--- src/rtl/mem_stage_if.sv ---
// Handshake and data-return signals between the execute, memory and writeback stages.
// The slave modport is the memory stage's view; master is the surrounding pipeline.
interface mem_stage_if;
    logic         es_to_ms_valid;
    logic [157:0] es_to_ms_bus;
    logic         ms_allowin;
    logic         ws_allowin;
    logic         ms_to_ws_valid;
    logic [154:0] ms_to_ws_bus;
    logic         data_ok;
    logic [31:0]  data_rdata;
    logic         flush;
    logic [41:0]  ms_fwd;

    modport slave (
        input  es_to_ms_valid, es_to_ms_bus, ws_allowin, data_ok, data_rdata, flush,
        output ms_allowin, ms_to_ws_valid, ms_to_ws_bus, ms_fwd
    );

    modport master (
        output es_to_ms_valid, es_to_ms_bus, ws_allowin, data_ok, data_rdata, flush,
        input  ms_allowin, ms_to_ws_valid, ms_to_ws_bus, ms_fwd
    );
endinterface

--- src/rtl/mem_stage.sv ---
// Memory pipeline stage: holds one instruction, waits for load data, aligns it and
// hands the result to writeback; flushed loads are drained in DROP until data returns.
module mem_stage (
    input  logic        clk,
    input  logic        reset,
    mem_stage_if.slave  io
);

    typedef enum logic [1:0] {IDLE, WAIT, DONE, DROP} state_t;

    typedef struct packed {
        logic        at_delay_slot;
        logic [41:0] cp0_msg;
        logic [6:0]  exception;
        logic [31:0] badvaddr;
        logic [3:0]  gr_we;
        logic [4:0]  dest;
        logic [31:0] result;
        logic [31:0] pc;
    } ws_bus_t;

    localparam logic [2:0] LD_B  = 3'd1;
    localparam logic [2:0] LD_BU = 3'd2;
    localparam logic [2:0] LD_H  = 3'd3;
    localparam logic [2:0] LD_HU = 3'd4;
    localparam logic [2:0] LD_W  = 3'd5;

    function automatic logic is_load(input logic [2:0] t);
        return (t >= LD_B) && (t <= LD_W);
    endfunction

    state_t       state, state_nx;
    logic         ms_valid;
    logic [157:0] pl;
    logic [31:0]  rdata_r;

    ws_bus_t      pl_f, out_f;
    logic [2:0]   pl_ld;
    logic         pl_exc;
    logic         pl_load_wb;

    logic         in_wait;
    logic         ms_ready_go;
    logic         accept;
    logic         leave;

    logic [7:0]   ld_byte;
    logic [15:0]  ld_half;
    logic [31:0]  ld_data;

    assign pl_f       = pl[154:0];
    assign pl_ld      = pl[157:155];
    assign pl_exc     = (pl_f.exception != 7'd0);
    // An excepting load never issued a read, so its result field is passed through.
    assign pl_load_wb = is_load(pl_ld) && !pl_exc;

    assign in_wait = is_load(io.es_to_ms_bus[157:155]) && (io.es_to_ms_bus[111:105] == 7'd0);

    assign ms_ready_go = ms_valid && ((state == IDLE) || (state == DONE));
    assign io.ms_allowin = (!ms_valid || (ms_ready_go && io.ws_allowin)) && (state != DROP);
    assign accept = io.es_to_ms_valid && io.ms_allowin && !io.flush;
    assign leave  = ms_ready_go && io.ws_allowin;

    always_comb begin
        state_nx = state;
        case (state)
            IDLE: if (accept && in_wait) state_nx = WAIT;
            WAIT: begin
                if (io.flush)        state_nx = io.data_ok ? IDLE : DROP;
                else if (io.data_ok) state_nx = DONE;
            end
            DONE: begin
                if (io.flush)    state_nx = IDLE;
                else if (leave)  state_nx = (accept && in_wait) ? WAIT : IDLE;
            end
            DROP: if (io.data_ok) state_nx = IDLE;
            default: state_nx = IDLE;
        endcase
    end

    always_ff @(posedge clk) begin
        if (reset) begin
            state    <= IDLE;
            ms_valid <= 1'b0;
            pl       <= '0;
            rdata_r  <= '0;
        end else begin
            state <= state_nx;
            if (io.flush)    ms_valid <= 1'b0;
            else if (accept) ms_valid <= 1'b1;
            else if (leave)  ms_valid <= 1'b0;
            if (accept) pl <= io.es_to_ms_bus;
            if ((state == WAIT) && io.data_ok && !io.flush) rdata_r <= io.data_rdata;
        end
    end

    always_comb begin
        case (pl_f.result[1:0])
            2'd0:    ld_byte = rdata_r[7:0];
            2'd1:    ld_byte = rdata_r[15:8];
            2'd2:    ld_byte = rdata_r[23:16];
            default: ld_byte = rdata_r[31:24];
        endcase
        ld_half = pl_f.result[1] ? rdata_r[31:16] : rdata_r[15:0];
        case (pl_ld)
            LD_B:    ld_data = {{24{ld_byte[7]}}, ld_byte};
            LD_BU:   ld_data = {24'd0, ld_byte};
            LD_H:    ld_data = {{16{ld_half[15]}}, ld_half};
            LD_HU:   ld_data = {16'd0, ld_half};
            default: ld_data = rdata_r;
        endcase
    end

    always_comb begin
        out_f        = pl_f;
        out_f.result = pl_load_wb ? ld_data : pl_f.result;
        out_f.gr_we  = pl_exc ? 4'd0 : pl_f.gr_we;
    end

    assign io.ms_to_ws_valid = ms_ready_go && !io.flush;
    assign io.ms_to_ws_bus   = out_f;
    assign io.ms_fwd = {ms_valid && (state == WAIT),
                        ms_valid ? out_f.gr_we : 4'd0,
                        pl_f.dest,
                        out_f.result};

endmodule

--- src/flat_wrapper.sv ---
// flat-port wrapper written by rule: the top's interface ports become plain ports
module mem_stage_flat 
  (clk, reset, io_es_to_ms_valid, io_es_to_ms_bus, io_ws_allowin, io_data_ok, io_data_rdata, io_flush, io_ms_allowin, io_ms_to_ws_valid, io_ms_to_ws_bus, io_ms_fwd);
  mem_stage_if io_i ();
  input  logic clk;
  input  logic reset;
  input wire logic [$bits(io_i.es_to_ms_valid)-1:0] io_es_to_ms_valid;
  input wire logic [$bits(io_i.es_to_ms_bus)-1:0] io_es_to_ms_bus;
  input wire logic [$bits(io_i.ws_allowin)-1:0] io_ws_allowin;
  input wire logic [$bits(io_i.data_ok)-1:0] io_data_ok;
  input wire logic [$bits(io_i.data_rdata)-1:0] io_data_rdata;
  input wire logic [$bits(io_i.flush)-1:0] io_flush;
  output wire logic [$bits(io_i.ms_allowin)-1:0] io_ms_allowin;
  output wire logic [$bits(io_i.ms_to_ws_valid)-1:0] io_ms_to_ws_valid;
  output wire logic [$bits(io_i.ms_to_ws_bus)-1:0] io_ms_to_ws_bus;
  output wire logic [$bits(io_i.ms_fwd)-1:0] io_ms_fwd;
  assign io_i.es_to_ms_valid = io_es_to_ms_valid;
  assign io_i.es_to_ms_bus = io_es_to_ms_bus;
  assign io_i.ws_allowin = io_ws_allowin;
  assign io_i.data_ok = io_data_ok;
  assign io_i.data_rdata = io_data_rdata;
  assign io_i.flush = io_flush;
  assign io_ms_allowin = io_i.ms_allowin;
  assign io_ms_to_ws_valid = io_i.ms_to_ws_valid;
  assign io_ms_to_ws_bus = io_i.ms_to_ws_bus;
  assign io_ms_fwd = io_i.ms_fwd;
  mem_stage u_core (.clk(clk), .reset(reset), .io(io_i));
endmodule
--- config.mk ---
export PLATFORM = sky130hd
export DESIGN_NAME = mem_stage_flat
export DESIGN_NICKNAME = d
export VERILOG_FILES = /design/src/rtl/mem_stage_if.sv /design/src/rtl/mem_stage.sv /design/src/flat_wrapper.sv
export SDC_FILE = /design/constraint.sdc
export NUM_CORES = 1
export LEC_CHECK = 0
export ABC_AREA = 0
export BUFFER_PORTS_ARGS = -buffer_cell sky130_fd_sc_hd__buf_2
export CELL_PAD_IN_SITES_DETAIL_PLACEMENT = 0
export CELL_PAD_IN_SITES_GLOBAL_PLACEMENT = 2
export CORE_MARGIN = 2
export CORE_UTILIZATION = 25
export CTS_CLUSTER_DIAMETER = 40
export DETAILED_ROUTE_END_ITERATION = 16
export PLACE_DENSITY = 0.78
export REMOVE_ABC_BUFFERS = 1
export SLEW_MARGIN = 20
export SYNTH_ARGS = -nofsm -noshare
export SYNTH_HDL_FRONTEND = slang
export SYNTH_SLANG_ARGS = --single-unit
--- constraint.sdc ---
create_clock -name clk -period 4.7 [get_ports clk]
set_input_delay 0.47 -clock clk [delete_from_list [all_inputs] [get_ports clk]]
set_output_delay 0.47 -clock clk [all_outputs]
set_load 0.01 [all_outputs]
==> run summary, run 1 <==
• **final instance count without filler cells** 1,987
• **total wirelength of the detailed-routed design** 33,310 um
• **final setup fails** 0
• **buffer cell driving the clock tree root** clkbuf_16
• **register-to-register setup slack** 2180 ps
• **number of port buffers** 394
• **Top FF cell, synth** dfxtp_1
• **number of global-route vias before repair** 8,591
• **worst hold-check path type** input port to flip-flop
• **Worst Reg-to-Reg Cells** 5
• **ys async rst share** 0%
• **total die area** 40,050 sq um
• **count of buffer and inverter cells on the critical path** 2
• **Reg2Reg Capture Point** u_core.pl[13]
• **kind of end point of the critical path** output port
• **Overflow after GRT** 0
• **achievable clock frequency** 0.2599 GHz
• **shortest clock period the worst path allows after layout** 3848 ps
• **Pwr Density** 334.5 nW/um^2
• **critical setup path kind** flip-flop to output port
• **start of the worst register-to-register path** u_core.state[0]
• **count of yosys warnings during synthesis** 0
• **Final Hold Viols** 0
• **maximum fanout encountered on the critical timing path** 27
• **hold buffer count at CTS** 0
• **max-capacitance violation count** 0
• **total of cells resized after clock tree synthesis** 0
• **status** finished, final reports clean
• **standard cell with the maximum stage delay on the critical path** dfxtp_1
• **list of cells traversed by the critical path** nor2b_1 -> o211ai_2 -> a221oi_4 -> buf_4 -> a21oi_2 -> buf_2
• **number of antenna violations at the first check in global routing** 7
• **required time at the worst-slack endpoint** 4230 ps
• **layout cells sized above 1** 31.74%
• **Worst setup startpoint** u_core.pl[157]
• **area growth from synthesis to layout** 18.63%
• **Overall Global Routing Usage** 16.17%
• **detailed-route via count** 9,000
• **leakage power** 4.797 nW
• **Die Y** 200.1 um
• **TritonCTS clock tree** done
• **Seq cells post-synth** 193
• **Site Rows** 71
• **Final HPWL DP** 23,440 um
• **largest stage delay on the critical path** 900 ps
• **Yosys top cell area share** 40.18%
• **Finished Cell Area** 11,410 sq um
• **# nets final** 1,651
• **logic depth of the worst setup path including buffers** 6
• **average wire per cell in the routed design** 16.77 um
• **share of the cycle needed by the critical path after routing** 81.88%
• **sequential element share of the synthesized area** 40.18%
• **worst voltage drop across the vdd grid** 0.2669 mV
• **placed cell area** 10,810 sq um
• **chip width** 200.1 um
• **EDFF count, synth** 0
• **gate count of the mapped netlist** 1,279
• **Final Power** 3.816 mW
• **Synth cell types** 60
• **post-CTS clock slew at the launch and capture registers of the worst setup and hold paths** 80 ps
• **I/O pin count** 395
• **first-pass GRT wire length** 50,640 um
• **DRC** 0
• **cell family with most CP delay** compound AO/OA/AOI/OAI gates
• **final slew viol count** 0
• **RSZ-0062 raised after global routing** no
• **cell accounting for the most synthesized area** dfxtp_1
• **instance count after placement with tap cells included** 1,947
• **GP Congestion** 0.7711
• **effective utilization at floorplan** 25.47%
• **Worst Path Arrival** 3380 ps
• **per-instance average area after synthesis** 7.518 sq um
• **Antenna Nets Post-Route** 0
• **maximum level of the CTS H-tree** 4
• **TritonCTS sink count** 193
• **dominant cells by area after synthesis** dfxtp_1 (40%), nand2_1 (16%), buf_4 (12%)
• **Layout Skew** 11.15 ps
• **1st-pass router iterations** 5
• **worst relative slew slack** 30.71%
• **cts bufs inserted** 17
• **post-synthesis instance area** 9615 sq um
• **Worst Max-Slew Pin Slew** 1038 ps
• **number of setup buffers added after CTS** 0
• **Clk Latency, worst-skew pair** 450 ps
• **largest net degree at the start of global routing** 100
• **vias per std cell** 4.529
• **Worst setup SP type** flip-flop
• **DRT iter0 DRCs** 441
• **buffer depth of the longest clock path** 2
• **end point of the critical path** io_ms_to_ws_bus[56]
• **core footprint** 37,760 sq um
-- report_power, final --
part | internal (mW) | switching (mW) | total, mW
Combinational | 0.238 | 0.372 | 0.610
Sequential | 1.70 | 0.0383 | 1.74
Clock | 0.756 | 0.714 | 1.47
-- synth_stat cells (2+ instances only) --
cell type and n:
nand3b_1 2, o21ai_0 11, buf_2 39, clkbuf_1 50
nand2_1 412, a41oi_1 2, a31oi_1 5, o22ai_1 8
dfxtp_1 193, o2bb2ai_1 5, a21oi_1 203, inv_1 6
mux2i_1 13, a211o_1 7, nor3b_2 2, a22o_1 2
a21boi_0 3, and3_1 10, o211ai_1 10, and2_1 2
buf_4 156, nand3_1 6, a221oi_1 12, o32a_1 3
nand2b_1 3, nor3b_1 4, nor3_1 5, and3b_1 2
nor2_1 39, a21oi_2 10, a32oi_1 3, a211oi_1 12
nor2b_1 10, a32o_1 3
-- through the flow --
stage | hold WS, ps | util (%) | worst slack [ps] | setup TNS [ps]
global route | 228.5 | 30.19 | 632.0 | 0
finish | 250.3 | 30.21 | 851.9 | 0
detailed placement | 443.2 | 28.62 | 1301 | 0
CTS | 213.3 | 30.13 | 801.5 | 0
floorplan | 430.3 | - | -1499 | -217230
global placement | 438.3 | 28.62 | 1388 | 0
-- routing by layer --
layer | track usage (%) | part of all wire (%)
met4 | 5.997 | 2.0
met1 | 19.99 | 44
met3 | 5.044 | 7.4
met2 | 26.33 | 46
met5 | 0 | 0.039
-- layout by cell type, fill, tap and decap left out, types with 4 or more instances in the layout --
cell       netlist  final
nor3_1           5      5
diode_2          0      8
a221oi_1        12     12
buf_2           39    393
buf_4          156      9
nand3_1          6      6
dfxtp_1        193    192
a211o_1          7      7
nor3b_1          4      4
nand2_1        412    412
o22ai_1          8      8
mux2i_1         13     13
a21oi_1        203    203
nor2b_1         10     10
o2bb2ai_1        5      5
clkinv_4         0      5
a211oi_1        12     12
inv_1            6      6
o211ai_1        10     10
a31oi_1          5      5
clkbuf_16        0     17
and3_1          10     10
o21ai_0         11     11
nor2_1          39     39
a21oi_2         10     10
-- how the worst min path moves through the flow --
stage                                    from             end  slack (ps)  cells past startpoint
after detailed placement       u_core.pl[129]  u_core.pl[129]         440                      2
after global placement         u_core.pl[129]  u_core.pl[129]         440                      2
final                     io_es_to_ms_bus[66]   u_core.pl[66]         250                      3
after CTS                 io_es_to_ms_bus[85]   u_core.pl[85]         210                      3
after global routing      io_es_to_ms_bus[98]   u_core.pl[98]         230                      3
after floorplan                 u_core.pl[37]   u_core.pl[37]         430                      2
-- state kept, by name, indices dropped and copies added (netlist names) --
| signal | cells |
|---|---|
| u_core.state | 2 |
| u_core.pl | 158 |
| u_core.ms_valid | 1 |
| u_core.rdata_r | 32 |
-- area by class of cell --
class | count | area (sq um)
Timing Repair Buffer | 405 | 2086
Clock inverter | 13 | 126.4
Antenna cell | 8 | 20.02
Clock buffer | 19 | 442.9
Multi-Input combinational cell | 832 | 4205
Inverter | 6 | 22.52
Tap cell | 511 | 639.4
Sequential cell | 193 | 3865
Fill cell | 4186 | 26350
-- worst min-delay path, stage by stage --
cell     delay, ps
buf_2           90
nand2_1         40
a21oi_1         50
-- cell families after synthesis --
kind of cell | after synthesis | synth area share [%]
AND/OR/NAND/NOR | 506 | 21.68
XOR/XNOR | 1 | 0.09110
multiplexers | 15 | 1.705
AO/OA/AOI/OAI | 310 | 19.62
flip-flops | 193 | 40.18
buffers and inverters | 254 | 16.72
Power figures use the tool's default switching activity.
==> inputs of run 2 (changes only) <==
--- a/config.mk
+++ b/config.mk
@@ -5,15 +5,15 @@
 export SDC_FILE = /design/constraint.sdc
 export NUM_CORES = 1
 export LEC_CHECK = 0
-export ABC_AREA = 0
+export ABC_AREA = 1
 export BUFFER_PORTS_ARGS = -buffer_cell sky130_fd_sc_hd__buf_2
 export CELL_PAD_IN_SITES_DETAIL_PLACEMENT = 0
 export CELL_PAD_IN_SITES_GLOBAL_PLACEMENT = 2
 export CORE_MARGIN = 2
-export CORE_UTILIZATION = 25
+export CORE_UTILIZATION = 23
 export CTS_CLUSTER_DIAMETER = 40
 export DETAILED_ROUTE_END_ITERATION = 16
-export PLACE_DENSITY = 0.78
+export PLACE_DENSITY = 0.77
 export REMOVE_ABC_BUFFERS = 1
 export SLEW_MARGIN = 20
 export SYNTH_ARGS = -nofsm -noshare
==> constraint.sdc (replaced) <==
create_clock -name clk -period 3.4 [get_ports clk]
set_input_delay 0.34 -clock clk [delete_from_list [all_inputs] [get_ports clk]]
set_output_delay 0.34 -clock clk [all_outputs]
set_load 0.01 [all_outputs]
==> run 2 against run 1 <==
  * Non-clock buffer count up 4
  * Clock power up 43%
  * Sequential cell count unchanged
  * Critical path type unchanged
  * Via count down 0.56%
  * Die area up 5.8%
  * Highest routed layer unchanged
==> run summary, run 2 <==
• **largest net degree at the start of global routing** 96, was 100
• **Gate power share** 16.2%, was 16.0%
• **ys async rst share** 0%, unchanged
• **share of the cycle needed by the critical path after routing** 86.36%
• **first-pass GRT wire length** 48,950 um, was 50,640 um
• **leakage power** 5.022 nW, was 4.797 nW
• **TritonCTS clock tree** done, unchanged
• **worst voltage drop across the vdd grid** 0.3621 mV, was 0.2669 mV
• **max-capacitance violation count** 0, unchanged
• **number of port buffers** 394, unchanged
• **startpoint of the most critical hold path** io_data_rdata[16], was io_es_to_ms_bus[66]
• **kind of end point of the critical path** output port, unchanged
• **detailed-route via count** 8,950, was 9,000
• **instance count along the most critical hold path** 3, unchanged
• **1st-pass router iterations** 4, was 5
• **Finished Cell Area** 11,150 sq um, was 11,410 sq um
• **post-CTS clock slew at the launch and capture registers of the worst setup and hold paths** 80 ps, about the same
• **final setup fails** 0, unchanged
• **number of setup buffers added after CTS** 0, unchanged
• **RSZ-0062 raised after global routing** no, unchanged
• **worst hold path endpoint** u_core.rdata_r[16], was u_core.pl[66]
• **Overall Global Routing Usage** 15.03%, was 16.17%
• **chip width** 205.9 um, was 200.1 um
• **total net switching power** 1.606 mW, was 1.124 mW
• **Seq cells post-synth** 193, unchanged
• **number of antenna violations at the first check in global routing** 7, unchanged
• **achievable clock frequency** 0.3406 GHz
• **switch share** 29.88%, was 29.46%
• **Layout Skew** 9.169 ps, was 11.15 ps
• **required time at the worst-slack endpoint** 3060 ps, was 4230 ps
• **Pwr Density** 482.1 nW/um^2, was 334.5 nW/um^2
• **placed cell area** 10,530 sq um, was 10,810 sq um
• **DRT iter0 DRCs** 376, was 441
• **EDFF count, synth** 0, unchanged
• **total die area** 42,390 sq um, was 40,050 sq um
• **sequential element share of the synthesized area** 41.22%, was 40.18%
• **DRC** 0, unchanged
• **area growth from synthesis to layout** 18.93%, was 18.63%
• **Die Y** 205.9 um, was 200.1 um
• **count of yosys warnings during synthesis** 0, unchanged
• **final slew viol count** 0, unchanged
• **largest registers** u_core.pl (158), u_core.rdata_r (32), u_core.state (2), unchanged
• **Worst Path Arrival** 2600 ps, was 3380 ps
• **I/O pin count** 395, unchanged
• **cts bufs inserted** 17, unchanged
• **layout cells sized above 1** 31.24%, was 31.74%
• **sequential fraction of design power** 44.7%, was 45.5%
• **worst hold-check path type** input port to flip-flop, unchanged
• **Largest Register** u_core.pl, unchanged
• **Yosys top cell area share** 41.22%, was 40.18%
• **status** finished, final reports clean, unchanged
• **Synth cell types** 29, was 60
• **Antenna Nets Post-Route** 0, unchanged
• **gate count of the mapped netlist** 1,283, was 1,279
• **Top FF cell, synth** dfxtp_1, unchanged
• **number of inserted filler cells in the final layout** 4,574, was 4,186
• **Worst Max-Slew Pin Slew** 944.1 ps, was 1038 ps
• **dominant cells by area after synthesis** dfxtp_1 (41%), buf_4 (13%), a21oi_1 (11%), was dfxtp_1 (40%), nand2_1 (16%), buf_4 (12%)
• **Site Rows** 73, was 71
• **per-instance average area after synthesis** 7.306 sq um, was 7.518 sq um
• **Final Hold Viols** 0, unchanged
• **top cell types by occurrence after synthesis** a21oi_1 (200), nand2_1 (196), dfxtp_1 (193), buf_4 (165), nand3_1 (147), was nand2_1 (412), a21oi_1 (203), dfxtp_1 (193), buf_4 (156), clkbuf_1 (50)
• **register-to-register setup slack** 1240 ps, was 2180 ps
• **total wirelength of the detailed-routed design** 32,430 um, was 33,310 um
• **most common cell in the synthesized netlist** a21oi_1, was nand2_1
• **Clk Latency, worst-skew pair** 470 ps, was 450 ps
• **internal power** 3.768 mW, was 2.692 mW
• **start of the worst register-to-register path** u_core.state[0], unchanged
• **buffer cell driving the clock tree root** clkbuf_16, unchanged
• **maximum level of the CTS H-tree** 4, unchanged
• **cell accounting for the most synthesized area** dfxtp_1, unchanged
• **TritonCTS sink count** 193, unchanged
• **buffer depth of the longest clock path** 2, unchanged
• **most used cells in the layout excluding fill and tap cells** buf_2 (393), a21oi_1 (200), nand2_1 (196), dfxtp_1 (193), nand3_1 (146), was nand2_1 (412), buf_2 (393), a21oi_1 (203), dfxtp_1 (192), nor2_1 (39)
• **GP Congestion** 0.7764, was 0.7711
• **Worst setup startpoint** u_core.pl[156], was u_core.pl[157]
• **Reg2Reg Capture Point** u_core.pl[84], was u_core.pl[13]
• **core footprint** 40,010 sq um, was 37,760 sq um
• **Worst setup SP type** flip-flop, unchanged
• **Final Util** 27.87%, was 30.21%
• **Final HPWL DP** 23,630 um, was 23,440 um
• **max FFs per register** 158, unchanged
• **post-synthesis instance area** 9374 sq um, was 9615 sq um
• **fraction of power consumed by the clock network** 39.0%, was 38.5%
• **worst relative slew slack** 37.06%, was 30.71%
• **shortest clock period the worst path allows after layout** 2936 ps
• **vias per std cell** 4.451, was 4.529
• **# nets final** 1,662, was 1,651
• **maximum fanout encountered on the critical timing path** 19, was 27
• **Final Power** 5.374 mW, was 3.816 mW
• **hold buffer count at CTS** 0, unchanged
• **number of global-route vias before repair** 8,522, was 8,591
• **Worst Reg-to-Reg Cells** 5, unchanged
• **Overflow after GRT** 0, unchanged
• **average wire per cell in the routed design** 16.13 um, was 16.77 um
• **most common cell after layout, fill and taps aside** buf_2, was nand2_1
• **effective utilization at floorplan** 23.43%, was 25.47%
• **critical setup path kind** flip-flop to output port, unchanged
-- run 2: layout make-up --
type                       count  area [sq um]  share of cell area, %
timing repair buffer         409          2112                  18.95
multi-input combinational    773          3636                  32.62
sequential                   193          3864                  34.66
antenna                        7         17.52                 0.1571
tap                          525         656.9                  5.892
clock buffer                  20         456.7                  4.097
clock inverter                12         135.1                  1.212
inverter                      72         270.3                  2.424
-- run 2: through the flow --
step | setup slack (ps) | setup TNS [ps] | std cells | hold slack, ps
floorplan | -4815 | -700800 | 1037 | 409.1
global placement | 760.7 | 0 | 1971 | 439.8
detailed placement | 688.6 | 0 | 1971 | 444.4
CTS | 176.7 | 0 | 2003 | 70.40
global route | 201.6 | 0 | 2007 | 85.07
finish | 463.9 | 0 | 2011 | 106.7
-- run 2: layer usage --
layer  share of wire, %  global-route usage (%)  wire length (um)
met1                 42                   17.80             13590
met5              0.025                       0                 8
met4                2.3                   5.816               739
met2                 47                   24.49             15260
met3                8.7                   5.818              2834
-- run 2: cells by family (layout without fill, tap and decap cells) --
kind of cell	after synthesis	count (layout)	share of synthesized area, %
and+or+nand+nor	451	452	20.84
AOI/OAI and AO/OA	321	321	17.58
buffers and inverters	318	513	20.37
DFF	193	193	41.22
other	0	7	0
-- run 2: worst max path at each step --
stage | to | slack (ps) | cells past startpoint
finish | io_ms_to_ws_bus[43] | 460 | 9
global route | io_ms_fwd[24] | 200 | 9
CTS | io_ms_to_ws_bus[43] | 180 | 9
detailed placement | io_ms_to_ws_bus[43] | 690 | 9
global placement | io_ms_to_ws_bus[43] | 760 | 9
floorplan | u_core.pl[105] | -4820 | 5
-- run 2: worst max-delay path: stages (launching register included) --
cell and delay (ps):
dfxtp_1 430, inv_2 70, nand3_1 100, nand2_2 250, nor2_4 420, inv_2 200, o211ai_1 240, nand2_1 100
o21ai_0 120, buf_2 180
-- run 2: timing repair --
action	in CTS	in global routing
endpoints found under the hold margin	0	0
endpoints found under the setup margin	0	4
resized for setup	0	0
-- run 2: power groups by stage --
stage               clock network [mW]  registers, mW  logic, mW
floorplan                            0           2.49      0.387
global placement                     0           2.45      0.884
detailed placement                   0           2.46      0.887
CTS                               2.19           2.40      0.889
global route                      2.26           2.42      0.982
finish                            2.10           2.40      0.872
